===== config.mk =====
export PLATFORM = sky130hd
export DESIGN_NAME = fetch_prefetch_queue
export DESIGN_NICKNAME = d
export VERILOG_FILES = /design/src/rtl/fetch_prefetch_queue.sv
export SDC_FILE = /design/constraint.sdc
export NUM_CORES = 1
export LEC_CHECK = 0
export BUFFER_PORTS_ARGS = -buffer_cell sky130_fd_sc_hd__buf_2
export CORE_MARGIN = 3
export CORE_UTILIZATION = 55
export CTS_CLUSTER_SIZE = 12
export DETAILED_ROUTE_END_ITERATION = 10
export PLACE_DENSITY = 0.76
export REMOVE_ABC_BUFFERS = 1
export SLEW_MARGIN = 5
export SYNTH_ARGS = -nofsm -noshare
export SYNTH_HDL_FRONTEND = slang
export SYNTH_SLANG_ARGS = --single-unit

===== constraint.sdc =====
create_clock -name clk_i -period 5.4 [get_ports clk_i]
set_clock_uncertainty 0.05 [all_clocks]
set_input_delay 0.81 -clock clk_i [delete_from_list [all_inputs] [get_ports clk_i]]
set_output_delay 0.81 -clock clk_i [all_outputs]
set_load 0.005 [all_outputs]

===== src/rtl/fetch_prefetch_queue.sv =====
// fetch_prefetch_queue: decouples instruction memory from decode.
// Issues up to MAX_OUTSTANDING in-order fetch requests, tags each with its PC,
// and buffers responses in a QUEUE_DEPTH-entry instruction queue.
// A redirect flushes the queue and marks every in-flight request for drop.
// Optional macro FETCH_PERF_EN adds perf_issued_o / perf_delivered_o /
// perf_flushed_o event counters.
module fetch_prefetch_queue #(
    parameter int              XLEN            = 32,
    parameter logic [XLEN-1:0] RESET_PC        = 'h8000_0000,
    parameter int              QUEUE_DEPTH     = 4,
    parameter int              MAX_OUTSTANDING = 2
) (
    input  logic            clk_i,
    input  logic            rst_i,
    output logic            mem_req_valid_o,
    input  logic            mem_req_ready_i,
    output logic [XLEN-1:0] mem_req_addr_o,
    input  logic            mem_resp_valid_i,
    input  logic [31:0]     mem_resp_data_i,
    input  logic            redirect_valid_i,
    input  logic [XLEN-1:0] redirect_pc_i,
    output logic            dec_valid_o,
    input  logic            dec_ready_i,
    output logic [31:0]     dec_instr_o,
    output logic [XLEN-1:0] dec_pc_o,
    output logic            fetch_busy_o
`ifdef FETCH_PERF_EN
    ,
    output logic [31:0]     perf_issued_o,
    output logic [31:0]     perf_delivered_o,
    output logic [31:0]     perf_flushed_o
`endif
);

    localparam int QAW = $clog2(QUEUE_DEPTH);
    localparam int OCW = $clog2(QUEUE_DEPTH + 1);
    localparam int OSW = $clog2(MAX_OUTSTANDING + 1);
    localparam int TAW = (MAX_OUTSTANDING > 1) ? $clog2(MAX_OUTSTANDING) : 1;
    localparam int CW  = OCW + 2;

    logic [XLEN-1:0] r_fetch_pc;
    logic [XLEN-1:0] r_tag [MAX_OUTSTANDING];
    logic [TAW-1:0]  r_tag_wp, r_tag_rp;
    logic [XLEN-1:0] r_q_pc    [QUEUE_DEPTH];
    logic [31:0]     r_q_instr [QUEUE_DEPTH];
    logic [QAW-1:0]  r_q_wp, r_q_rp;
    logic [OCW-1:0]  r_occ;
    logic [OSW-1:0]  r_outst;
    logic [OSW-1:0]  r_drop;

    logic [CW-1:0]   w_credit;
    logic            w_issue, w_req_acc, w_resp, w_resp_keep, w_resp_drop, w_pop;
    logic [OSW-1:0]  w_outst_nxt;

    // Tag FIFO depth need not be a power of two, so wrap explicitly.
    function automatic logic [TAW-1:0] tag_inc(input logic [TAW-1:0] p);
        return (p == TAW'(MAX_OUTSTANDING - 1)) ? '0 : p + TAW'(1);
    endfunction

    // Credits cover queued, in-flight and to-be-dropped slots so the queue cannot overflow.
    always_comb begin
        w_credit    = CW'(r_occ) + CW'(r_outst) + CW'(r_drop);
        w_issue     = rst_i && !redirect_valid_i &&
                      (r_outst < OSW'(MAX_OUTSTANDING)) &&
                      (w_credit < CW'(QUEUE_DEPTH));
        w_req_acc   = w_issue && mem_req_ready_i;
        w_resp      = mem_resp_valid_i && (r_outst != '0);
        w_resp_keep = w_resp && (r_drop == '0) && !redirect_valid_i;
        w_resp_drop = w_resp && !w_resp_keep;
        w_pop       = (r_occ != '0) && dec_ready_i && !redirect_valid_i;
        w_outst_nxt = r_outst + OSW'(w_req_acc) - OSW'(w_resp);
    end

    assign mem_req_valid_o = w_issue;
    assign mem_req_addr_o  = r_fetch_pc;
    assign dec_valid_o     = (r_occ != '0);
    assign dec_instr_o     = dec_valid_o ? r_q_instr[r_q_rp] : '0;
    assign dec_pc_o        = dec_valid_o ? r_q_pc[r_q_rp]    : '0;
    assign fetch_busy_o    = (r_outst != '0) || (r_occ != '0);

    // Control state: fetch PC, pointers, occupancy, outstanding and drop counters.
    always_ff @(posedge clk_i) begin
        if (!rst_i) begin
            r_fetch_pc <= RESET_PC;
            r_tag_wp   <= '0;
            r_tag_rp   <= '0;
            r_q_wp     <= '0;
            r_q_rp     <= '0;
            r_occ      <= '0;
            r_outst    <= '0;
            r_drop     <= '0;
        end else begin
            r_outst <= w_outst_nxt;
            if (w_req_acc) r_tag_wp <= tag_inc(r_tag_wp);
            if (w_resp)    r_tag_rp <= tag_inc(r_tag_rp);
            if (redirect_valid_i) begin
                // Flush wins over decode pop; everything still in flight is dropped.
                r_fetch_pc <= redirect_pc_i;
                r_q_wp     <= '0;
                r_q_rp     <= '0;
                r_occ      <= '0;
                r_drop     <= w_outst_nxt;
            end else begin
                if (w_req_acc)   r_fetch_pc <= r_fetch_pc + XLEN'(4);
                if (w_resp_keep) r_q_wp <= r_q_wp + QAW'(1);
                if (w_pop)       r_q_rp <= r_q_rp + QAW'(1);
                r_occ <= r_occ + OCW'(w_resp_keep) - OCW'(w_pop);
                if (w_resp_drop) r_drop <= r_drop - OSW'(1);
            end
        end
    end

    // Storage: PC tags of issued requests and queued {PC, instruction} pairs.
    always_ff @(posedge clk_i) begin
        if (w_req_acc)   r_tag[r_tag_wp] <= r_fetch_pc;
        if (w_resp_keep) begin
            r_q_pc[r_q_wp]    <= r_tag[r_tag_rp];
            r_q_instr[r_q_wp] <= mem_resp_data_i;
        end
    end

`ifdef FETCH_PERF_EN
    // Event counters: accepted requests, decode pops, discarded entries/responses.
    always_ff @(posedge clk_i) begin
        if (!rst_i) begin
            perf_issued_o    <= '0;
            perf_delivered_o <= '0;
            perf_flushed_o   <= '0;
        end else begin
            perf_issued_o    <= perf_issued_o + 32'(w_req_acc);
            perf_delivered_o <= perf_delivered_o + 32'(w_pop);
            perf_flushed_o   <= perf_flushed_o +
                                (redirect_valid_i ? 32'(r_occ) : 32'd0) +
                                32'(w_resp_drop);
        end
    end
`endif

`ifndef SYNTHESIS
    // A response with nothing outstanding is a memory protocol error.
    always_ff @(posedge clk_i) begin
        if (rst_i && mem_resp_valid_i)
            assert (r_outst != '0) else $error("response with no outstanding request");
    end
`endif

endmodule


=== Word-level counts from Yosys, hierarchy flattened ===
Memories as Yosys holds them, arrays and structs flattened. A register that Yosys moved wholly into a read port is not among the register bits.
Cells that the tools add are included.

* RAM bits: 320
* Output and inout bits: 99
* Flip-flop bits (word level): 45
* Input bits: 70
* Memories kept: 3
* Word-level logic and storage cells: 63

{| class="wikitable"
|+ Memory list
! memory !! words !! bits a word !! rd ports !! clocked after memory_dff !! wr ports !! line !! text
|-
| r_q_instr || 4 || 32 || 1 || 1 || 1 || 45 || <nowiki>logic [31:0] r_q_instr [QUEUE_DEPTH];</nowiki>
|-
| r_q_pc || 4 || 32 || 1 || 1 || 1 || 44 || <nowiki>logic [XLEN-1:0] r_q_pc [QUEUE_DEPTH];</nowiki>
|-
| r_tag || 2 || 32 || 1 || 1 || 1 || 42 || <nowiki>logic [XLEN-1:0] r_tag [MAX_OUTSTANDING];</nowiki>
|}

* $lt $le $gt $ge: 2
* Mux-type cells: 18
* Bitwise logic cells: 1
* $add $sub $neg: 12
* Reduce and logical (&&, ||, !) cells: 19

{| class="wikitable"
|+ Operators with widths
! kind !! number
|-
| $mux 32 || 4
|-
| $add 32x3->32 const B || 1
|-
| $mux 2 || 6
|-
| $logic_and 1x1->1 || 10
|-
| $mux 1 || 8
|-
| $reduce_bool 2->1 || 3
|-
| $add 4x2->5 || 1
|-
| $lt 5x3->1 const B || 1
|-
| $add 2x1->2 const B || 2
|-
| $add 3x2->4 || 1
|-
| $add 3x1->3 || 1
|-
| $reduce_bool 3->1 || 1
|-
| $sub 3x1->3 || 1
|-
| $add 1x1->1 const B || 2
|-
| $add 2x1->2 || 1
|-
| $logic_not 1->1 || 2
|-
| $logic_not 2->1 || 1
|-
| $lt 2x2->1 const B || 1
|-
| $reduce_or 2->1 || 1
|-
| $sub 2x1->2 || 1
|-
| $sub 2x1->2 const B || 1
|-
| $logic_or 1x1->1 || 1
|-
| $not 1->1 || 1
|}

=== Longest topological paths before layout ===
Gate-level depths: netlist of the first run.

* Word-level depth: 8
* Mapped depth: 16
* Gate-level depth less buffers: 14

=== Worst setup path after synthesis of the first run ===
Ideal clock, no wire load.

* Path type: reg2reg
* From: register r_occ[1]
* To: memory r_tag[0][0] (enable)
* Period minus slack after synthesis: 4,220 ps
* Path buffers: 2
* Setup time: 421 ps
* Required time: 4,929 ps
* Slack: 1,180 ps
* Arrival: 3,749 ps
* Cell stages (with the launch flop): 11
* Cells stage by stage: dfxtp_1 > inv_1 > fa_1 > or2_2 > fa_1 > and4b_1 > and2_1 > inv_2 > buf_6 > buf_2 > nor2_1

* Cells in the longest elaborated chain, start to end: 7

{| class="wikitable"
|+ RTL lines
! element !! line !! text
|-
| start, declared || 47 || <nowiki>logic [OCW-1:0] r_occ;</nowiki>
|-
| start signal, assigned || 107 || <nowiki>r_occ <= r_occ + OCW'(w_resp_keep) - OCW'(w_pop);</nowiki>
|-
| $add 3x2->4 || 62 || <nowiki>w_credit = CW'(r_occ) + CW'(r_outst) + CW'(r_drop);</nowiki>
|-
| $add 4x2->5 || 62 ||
|-
| $lt 5x3->1 || 65 || <nowiki>(w_credit < CW'(QUEUE_DEPTH));</nowiki>
|-
| $logic_and 1x1->1 || 64 || <nowiki>(r_outst < OSW'(MAX_OUTSTANDING)) &&</nowiki>
|-
| $logic_and 1x1->1 || 66 || <nowiki>w_req_acc = w_issue && mem_req_ready_i;</nowiki>
|-
| $mux 1 || 115 || <nowiki>if (w_req_acc) r_tag[r_tag_wp] <= r_fetch_pc;</nowiki>
|-
| $mux 1 (implied by the code) || 115 ||
|-
| end, declared || 42 ||
|}

No other way between the ends.

=== Final worst setup path of the first run ===
* From: register r_outst[1]
* To: register r_drop[1]

* Cells in the longest elaborated chain, start to end: 8
* Elaborated cells on any way between the ends: 17
* Those cells by class: 4 x add/sub; 2 x order compare; 1 x mux; 10 x reduce/logical

{| class="wikitable"
|+ RTL lines
! element !! line !! text
|-
| start, declared || 48 || <nowiki>logic [OSW-1:0] r_outst;</nowiki>
|-
| start signal, assigned || 93 || <nowiki>r_outst <= w_outst_nxt;</nowiki>
|-
| $add 3x2->4 || 62 ||
|-
| $add 4x2->5 || 62 ||
|-
| $lt 5x3->1 || 65 ||
|-
| $logic_and 1x1->1 || 64 ||
|-
| $logic_and 1x1->1 || 66 ||
|-
| $add 2x1->2 || 71 || <nowiki>w_outst_nxt = r_outst + OSW'(w_req_acc) - OSW'(w_resp);</nowiki>
|-
| $sub 2x1->2 || 71 ||
|-
| $mux 2 || 96 || <nowiki>if (redirect_valid_i) begin</nowiki>
|-
| end signal, assigned || 102 || <nowiki>r_drop <= w_outst_nxt;</nowiki>
|-
| end signal, assigned || 108 || <nowiki>if (w_resp_drop) r_drop <= r_drop - OSW'(1);</nowiki>
|-
| end, declared || 49 || <nowiki>logic [OSW-1:0] r_drop;</nowiki>
|}

Several ways; a longest one is shown, not always the timed one.
A chain may end at the register's enable or synchronous reset.

==> results of run 1 <==
## cells in the mapped netlist, types with 3 or more instances
master / instances / area [sq um]
and3_1: 14 / 87.6
nand2_1: 37 / 139
nand4b_1: 3 / 26.3
a22oi_1: 3 / 22.5
a21oi_1: 25 / 125
or3_1: 6 / 37.5
xor2_1: 7 / 61.3
nand4_1: 13 / 81.3
o211ai_1: 3 / 22.5
mux4_2: 64 / 1440
fa_1: 3 / 60.1
o21ai_0: 9 / 45.0
nor2_1: 29 / 109
dfxtp_1: 48 / 961
mux2_2: 34 / 383
inv_1: 17 / 63.8
ha_1: 11 / 138
o31a_1: 3 / 26.3
buf_2: 11 / 55.1
and2_1: 74 / 463
a31oi_1: 9 / 56.3
nand3_1: 15 / 75.1
clkbuf_1: 26 / 97.6
buf_1: 4 / 15.0
edfxtp_1: 320 / 9610
xnor2_1: 10 / 87.6
o22ai_1: 7 / 43.8
nor3_1: 3 / 15.0
## worst max path at each step
stage	start	endpoint	slack, ns	depth (start not counted)
after global placement	r_outst[1]	r_drop[1]	1.70	14
after CTS	r_outst[1]	r_drop[1]	1.58	14
final	r_outst[1]	r_drop[1]	1.55	14
after floorplan	r_occ[1]	r_tag[0][0]	0.81	8
after global routing	r_outst[1]	r_drop[1]	1.33	14
after detailed placement	r_outst[1]	r_drop[1]	1.62	14
## metal layers
layer  vias to the layer above  wire, um  GRT usage, %
met3                        40      1940          3.33
met1                      4077     12600          29.6
met5                         -         0             0
met4                         0       487          5.12
met2                       300     14100          33.1
li1                       3623         -             -
## worst max-delay path, cell delays in order (launching register included)
cell	delay, ns
dfxtp_1	0.41
inv_1	0.10
fa_1	0.45
or2_2	0.31
fa_1	0.44
and4b_1	0.24
and2_1	0.18
inv_2	0.52
ha_1	0.35
inv_1	0.06
ha_1	0.15
xnor2_1	0.13
xnor2_1	0.16
nand2_1	0.08
a21oi_1	0.12
## state kept, by name, summed over array words and instances, names as in the netlist, named ones only
| register | cells |
|---|---|
| r_occ | 3 |
| mem_req_addr_o | 32 |
| r_q_pc | 128 |
| r_tag_rp | 1 |
| r_outst | 2 |
| r_tag | 64 |
| r_q_rp | 2 |
| r_drop | 2 |
| r_q_instr | 128 |
| r_q_wp | 2 |
| r_tag_wp | 1 |
## metrics by stage
step / util [%] / instances / setup WS [ns] / area [sq um]
floorplan: - / 799 / 0.808 / 14500
global placement: 60.5 / 1308 / 1.70 / 15800
detailed placement: 60.5 / 1308 / 1.62 / 15800
CTS: 64.7 / 1372 / 1.58 / 16900
global route: 64.7 / 1372 / 1.33 / 16900
finish: 64.7 / 1372 / 1.55 / 16900
## layout make-up
| type | instances | area [sq um] |
|---|---|---|
| timing repair buffer | 174 | 886 |
| clock inverter | 6 | 28.8 |
| tap | 335 | 419 |
| sequential | 368 | 10600 |
| inverter | 18 | 67.6 |
| fill | 1858 | 9230 |
| multi-input combinational | 413 | 3860 |
| clock buffer | 58 | 1070 |
## cell families after synthesis
family | Yosys count | share of synthesized area (%)
flip-flops | 368 | 72.1
AND/OR/NAND/NOR | 210 | 8.14
multiplexers | 101 | 12.7
AO/OA/AOI/OAI | 71 | 3.04
buffers and inverters | 60 | 1.68
XOR/XNOR | 17 | 1.02
adder cells (fa/ha/maj) | 14 | 1.35
## where the power goes
| part | internal, mW | leakage (nW) | switching, mW |
|---|---|---|---|
| sequential | 3.24 | 3.29 | 0.0609 |
| combinational | 0.216 | 2.08 | 0.283 |
| clock | 1.35 | 0.530 | 0.979 |
==> flow_results.org, run 1 <==
** STA
- Worst Max-Slew Pin Slew :: between 1 and 1.5 ns
- Setup violations remaining at the end of the flow were counted as 0.
- The max-slew violation total from the final report came to 0.
- Smallest hold slack :: 0.435 ns
- Clock period minus final worst setup slack :: roughly 3.8 ns
- For the final routed database, the setup TNS stands at 0 ns.
- Derived from the worst setup path, the maximum achievable clock frequency is 0.260 GHz.
- The total count of hold-check failures in the final report came to 0.
- After layout, the worst path uses ~71% of the clock period.
- In this run the tightest slew margin relative to its limit is roughly 16%.
- Setup repair after global routing left no endpoint under its margin.

** Final layout
- Most used cells in the layout excluding fill and tap cells :: edfxtp_1, buf_2, and2_1
- The number of antenna diodes in the final layout is 0.
- After the last flow step, the layout net total stands at 1097.
- Synth-to-layout area growth :: 15.3%
- Most frequent standard cell in the layout excluding fill and tap cells :: edfxtp_1
- Fraction of final layout cells with drive strength greater than 1 :: 32.0%

** Worst setup path
- In this run the critical register-to-register path is launched from r_outst[1].
- CP Launch Type :: flip-flop
- In this run the critical register-to-register path is captured at r_drop[1].
- STA puts the critical path data arrival time at around 4.2 ns.
- Critical Path End Type :: flip-flop
- Required time of the critical path :: around 5.8 ns
- Highest net fanout along the worst path :: 41
- Start-to-end type of the worst setup path :: reg -> reg
- Counting cells, the worst reg-to-reg path comes to 14.
- For flop-to-flop paths, the worst setup slack is between 1.5 and 2 ns.

** Yosys
- After technology mapping, the gate count stands at 841.
- Most frequently used flop master after synthesis :: edfxtp_1
- Yosys printed 0 warnings.
- Dividing the synthesized area by the synthesized cell count gives between 15 and 20 sq um.
- Of all flip-flops after synthesis, the portion carrying an async set or reset was 0%.
- Number of synthesized register bits :: approximately 370
- Post-synth EDFFs :: 320
- Synth Cell Area :: ~15000 sq um
- Distinct cells, synth :: 55
- Sequential elements use slightly above 70% of the synthesized area.

** Route
- First-pass DRT Iterations :: 5
- After the first detailed-routing iteration, the DRC count stood at 727.
- Residual DRC :: 0
- Routed via count :: 8040
- Dividing the detail-routed via count by the number of cells gives between 5 and 6.
- Routed wire per std cell :: approximately 21 um
- Once detail routing completed, the nets flagged for antenna violations numbered 0.
- For this block, the routed nets add up to between 20 and 30 mm of wire.

** Global routing
- Entering global routing, the biggest net connects 65 pins.
- First-pass GRT wire length :: around 45 mm
- The number of antenna violations at the first check in global routing is 0.
- Overflow left after global routing :: 0
- Overall track demand over capacity in global routing :: 20.4%
- The via count of the first global-routing pass came to between 8000 and 9000.

** Clock tree
- The later pin in the worst-skew pair is clocked with a latency of approximately 0.51 ns.
- Number of H-tree branching levels :: 2
- In this run the post-CTS setup repair buffer count came out at 0.
- After clock tree synthesis, the clock-pin slew on the worst setup and hold paths is approximately 0.060 ns.
- For this design, the CTS-stage hold fixing added 0 buffers.
- Root buf cell :: clkbuf_16
- Clock sink total :: ~370
- TritonCTS built the clock tree.
- Resized cells post-CTS :: 0
- Clock tree synthesis inserted a total of 38 buffers.
- Clk buf depth :: 3

** Place
- Final HPWL from detailed placement :: between 15 and 20 mm
- The count of buffers added on input and output ports is approximately 170.
- Final GP Congestion :: slightly above 0.8

** Die
- Die Y-Extent :: between 150 and 200 um
- Initial standard-cell utilization of the core :: between 50 and 60%
- Area enclosed by the die boundary :: around 29000 sq um
- Pin placement for this block handled 169 I/O pins.
- Measured along the x axis, the die boundary spans between 150 and 200 um.
- Number of placement rows :: between 50 and 60
- Core Area :: 26100 sq um

** Hold path
- The worst hold path was traced through 0 stages.
- Path category of the worst min-delay check :: reg -> reg
- Hold_sp :: mem_req_addr_o[1]
- The path with the worst hold slack has its endpoint at r_tag[1][1].

** Pwr
- Pwr Density :: around 360 nW/um^2
- Total Power :: 6.13 mW
- Leakage power of the design :: around 6 nW
- Peak supply drop :: around 0.18 mV

** Job
- Max-Cap Viols :: 0

** Outcome
- Run status :: finished, final reports clean
(Power assumes the default switching activity.)
==> run 2: changes to the inputs <==
Clock period 5.4 ns to 3.7 ns, I/O delays scaled along.
==> run 2 against run 1 <==
Non-clock buffer count up 18; clock power up 48%; first-iteration DRC count down 8.4%; largest power group unchanged.
==> flow_results.org, run 2 (synthesized netlist as in run 1, its figures left out) <==
** STA
- The max-slew violation total from the final report came to 0 (unchanged).
- The fmax came to 0.299 GHz (was 0.260 GHz).
- Clock period minus final worst setup slack :: 3.34 ns (was 3.85 ns)
- Count of endpoints failing hold in the final timing report :: 0 (unchanged)
- Unrepaired setup endpoints after global routing: no (unchanged).
- The measured slew at the worst slew-check pin was 1.05 ns (was 1.26 ns).
- Setup-violating endpoint count in the final report :: 0 (unchanged)
- The tightest hold margin came to 0.210 ns (was 0.435 ns).
- Fin crit share :: 90.4% (was 71.2%)
- The tightest slew margin relative to the limit came to 29.7% (was 16.1%).

** Clock tree
- The H-tree level count was 2 (unchanged).
- The maximum buffer depth of the clock tree was 3 (unchanged).
- The CTS root buffer is clkbuf_16 (unchanged).
- The clock transition at the registers of the reported paths came to 0.06 ns (about the same).
- TritonCTS clock tree :: done (unchanged)
- The number of post-CTS setup repair buffers was 0 (unchanged).
- Clock sink total :: 368 (unchanged)
- Hold Buf Count CTS :: 0 (unchanged)
- Number of clock buffers inserted by TritonCTS :: 38 (unchanged)
- Clock latency at the later pin of the worst-skew pair :: 0.51 ns (about the same)
- Resized cells post-CTS :: 0 (unchanged)

** Global routing
- The via count of the first global-routing pass was 8077 (was 8107).
- The total global routing overflow was 0 (unchanged).
- The number of antenna violations at the first check in global routing came to 0 (unchanged).
- Overall track demand over capacity in global routing :: 20.4% (about the same)
- The maximum number of pins on one net before global-route repair is 67 (was 65).
- The global-route wire length before repair is 45.3 mm (was 45.5 mm).

** Route
- Routed via count :: 8038 (was 8040)
- The number of violations reported at the end of detailed-routing iteration 0 was 666 (was 727).
- First-pass DRT Iterations :: 7 (was 5)
- Total wirelength of the detailed-routed design :: 29.0 mm (was 29.1 mm)
- Residual antenna-violating net count after detailed routing :: 0 (unchanged)
- The number of remaining DRC errors came to 0 (unchanged).
- The detail-routed via count per cell was 5.79 (was 5.86).
- The average wire per standard cell is 20.9 um (was 21.2 um).

** Worst setup path
- The arrival time of data at the critical path endpoint came to 3.72 ns (was 4.22 ns).
- Start-to-end type of the worst setup path :: reg -> reg (unchanged)
- Crit-path leading delay family :: adder cells (unchanged)
- Endpoint of the worst-slack reg-to-reg timing path :: r_drop[1] (unchanged)
- CP Launch Type :: flip-flop (unchanged)
- Critical Path End Type :: flip-flop (unchanged)
- RR Startpoint :: r_outst[1] (unchanged)
- Required time of the critical path :: 4.08 ns (was 5.78 ns)
- The logic depth of the worst setup path including buffers is 14 (unchanged).
- Cells traversed along the worst timing path: inv_1 -> fa_1 -> or2_2 -> fa_1 -> and4b_1 -> and2_1 -> inv_2 -> ha_1 -> inv_1 -> ha_1 -> xnor2_1 -> xnor2_1 -> nand2_1 -> a21oi_1 (unchanged).
- The stage delay of the slowest cell on the critical path came to 0.48 ns (was 0.52 ns).
- Crit path capture :: r_drop[1] (unchanged)
- Worst path slowest cell :: fa_1 (was inv_2)
- Highest net fanout along the worst path :: 5 (was 41)
- Worst R2R Path Depth :: 14 (unchanged)
- The total buffers and inverters traversed by the critical path is 3 (unchanged).
- Reg2reg setup slack :: 0.36 ns (was 1.55 ns)
- Launching instance or port of the critical path :: r_outst[1] (unchanged)

** Pwr
- Logic pwr share :: 8.2% (was 8.1%)
- The switching power total came to 1.91 mW (was 1.32 mW).
- Power share of the clock group :: 38.4% (was 38.0%)
- Leakage power of the design :: 6.03 nW (was 5.91 nW)
- The proportion of total power due to net switching came to 21.2% (was 21.6%).
- Design internal power :: 7.11 mW (was 4.81 mW)
- The total design power came to 9.02 mW (was 6.13 mW).
- The sequential fraction of design power is 53.5% (was 53.8%).
- The power density over the cells is 527 nW/um^2 (was 363 nW/um^2).
- Peak supply drop :: 0.332 mV (was 0.182 mV)

** Die
- The core outline area is 26100 sq um (unchanged).
- X dimension of the die :: 169 um (unchanged)
- Die Y-Extent :: 169 um (unchanged)
- The count of standard-cell rows came to 59 (unchanged).
- Area enclosed by the die boundary :: 28600 sq um (unchanged)
- Io pins :: 169 (unchanged)
- Initial standard-cell utilization of the core :: 56.1% (unchanged)

** Final layout
- Antenna cells :: 0 (unchanged)
- Largest registers in the final layout: r_q_instr: 128 flops, r_q_pc: 128 flops, r_tag: 64 flops (unchanged).
- The post-synthesis to final-layout area growth came to 16.9% (was 15.3%).
- Most frequent standard cell in the layout excluding fill and tap cells :: edfxtp_1 (unchanged)
- Fill count :: 1835 (was 1858)
- The total number of nets in the final design came to 1115 (was 1097).
- Most used cells in the layout excluding fill and tap cells :: edfxtp_1, buf_2, and2_1 (unchanged)
- The share of cells above drive strength 1 is 33.3% (was 32.0%).

** Place
- Final GP Congestion :: 0.835 (was 0.830)
- Final HPWL from detailed placement :: 18.1 mm (was 17.1 mm)
- The count of input and output buffers was 168 (unchanged).

** Hold path
- The path type of the worst min-delay path is in -> reg (was reg -> reg).

** Outcome
- Run status: finished, final reports clean (unchanged).

** Job
- The count of max-cap constraint violations was 0 (unchanged).
-- run 2: how the worst min path moves through the flow --
| stage | start | end | slack, ns | depth (start not counted) |
|---|---|---|---|---|
| 2_1_floorplan | r_q_wp[1] | r_q_wp[1] | 0.42 | 2 |
| 3_3_place_gp | mem_req_addr_o[1] | r_tag[0][1] | 0.41 | 0 |
| 3_5_place_dp | mem_req_addr_o[1] | r_tag[1][1] | 0.42 | 0 |
| 4_1_cts | mem_resp_data_i[21] | r_q_instr[0][21] | 0.19 | 1 |
| 5_1_grt | mem_resp_data_i[7] | r_q_instr[3][7] | 0.20 | 1 |
| 6_report | redirect_pc_i[3] | mem_req_addr_o[3] | 0.21 | 2 |
-- run 2: power groups by stage --
stage	Clock, mW	Sequential [mW]	Combinational [mW]
final	3.46	4.82	0.736
after floorplan	0	4.91	0.420
after global routing	3.71	4.84	0.819
after CTS	3.53	4.82	0.751
after detailed placement	0	4.91	0.743
after global placement	0	4.90	0.725
-- run 2: routing by layer --
layer / wire length, um / GRT usage, %
met1: 12500 / 29.6
met2: 14000 / 32.9
met3: 1940 / 3.61
met4: 563 / 5.12
met5: 0 / 0
-- run 2: final cells by class --
type / instances / area (sq um) / area share, %
inverters: 18 / 67.6 / 0.394
multi-input cells: 413 / 3860 / 22.5
flip-flops and latches: 368 / 10600 / 61.8
well taps: 335 / 419 / 2.45
clock buffers: 58 / 1110 / 6.48
repair buffers: 192 / 1070 / 6.25
clock inverters: 4 / 22.5 / 0.131
-- run 2: metrics by stage --
| step | setup slack, ns | instance area [sq um] | setup TNS (ns) | instances | utilization (%) |
|---|---|---|---|---|---|
| after floorplan | -0.892 | 14500 | -57.39 | 799 | - |
| after global placement | 0.434 | 16000 | 0 | 1326 | 61.2 |
| after detailed placement | 0.359 | 16000 | 0 | 1326 | 61.2 |
| after CTS | 0.347 | 17100 | 0 | 1388 | 65.5 |
| after global routing | 0.119 | 17100 | 0 | 1388 | 65.5 |
| final | 0.356 | 17100 | 0 | 1388 | 65.5 |
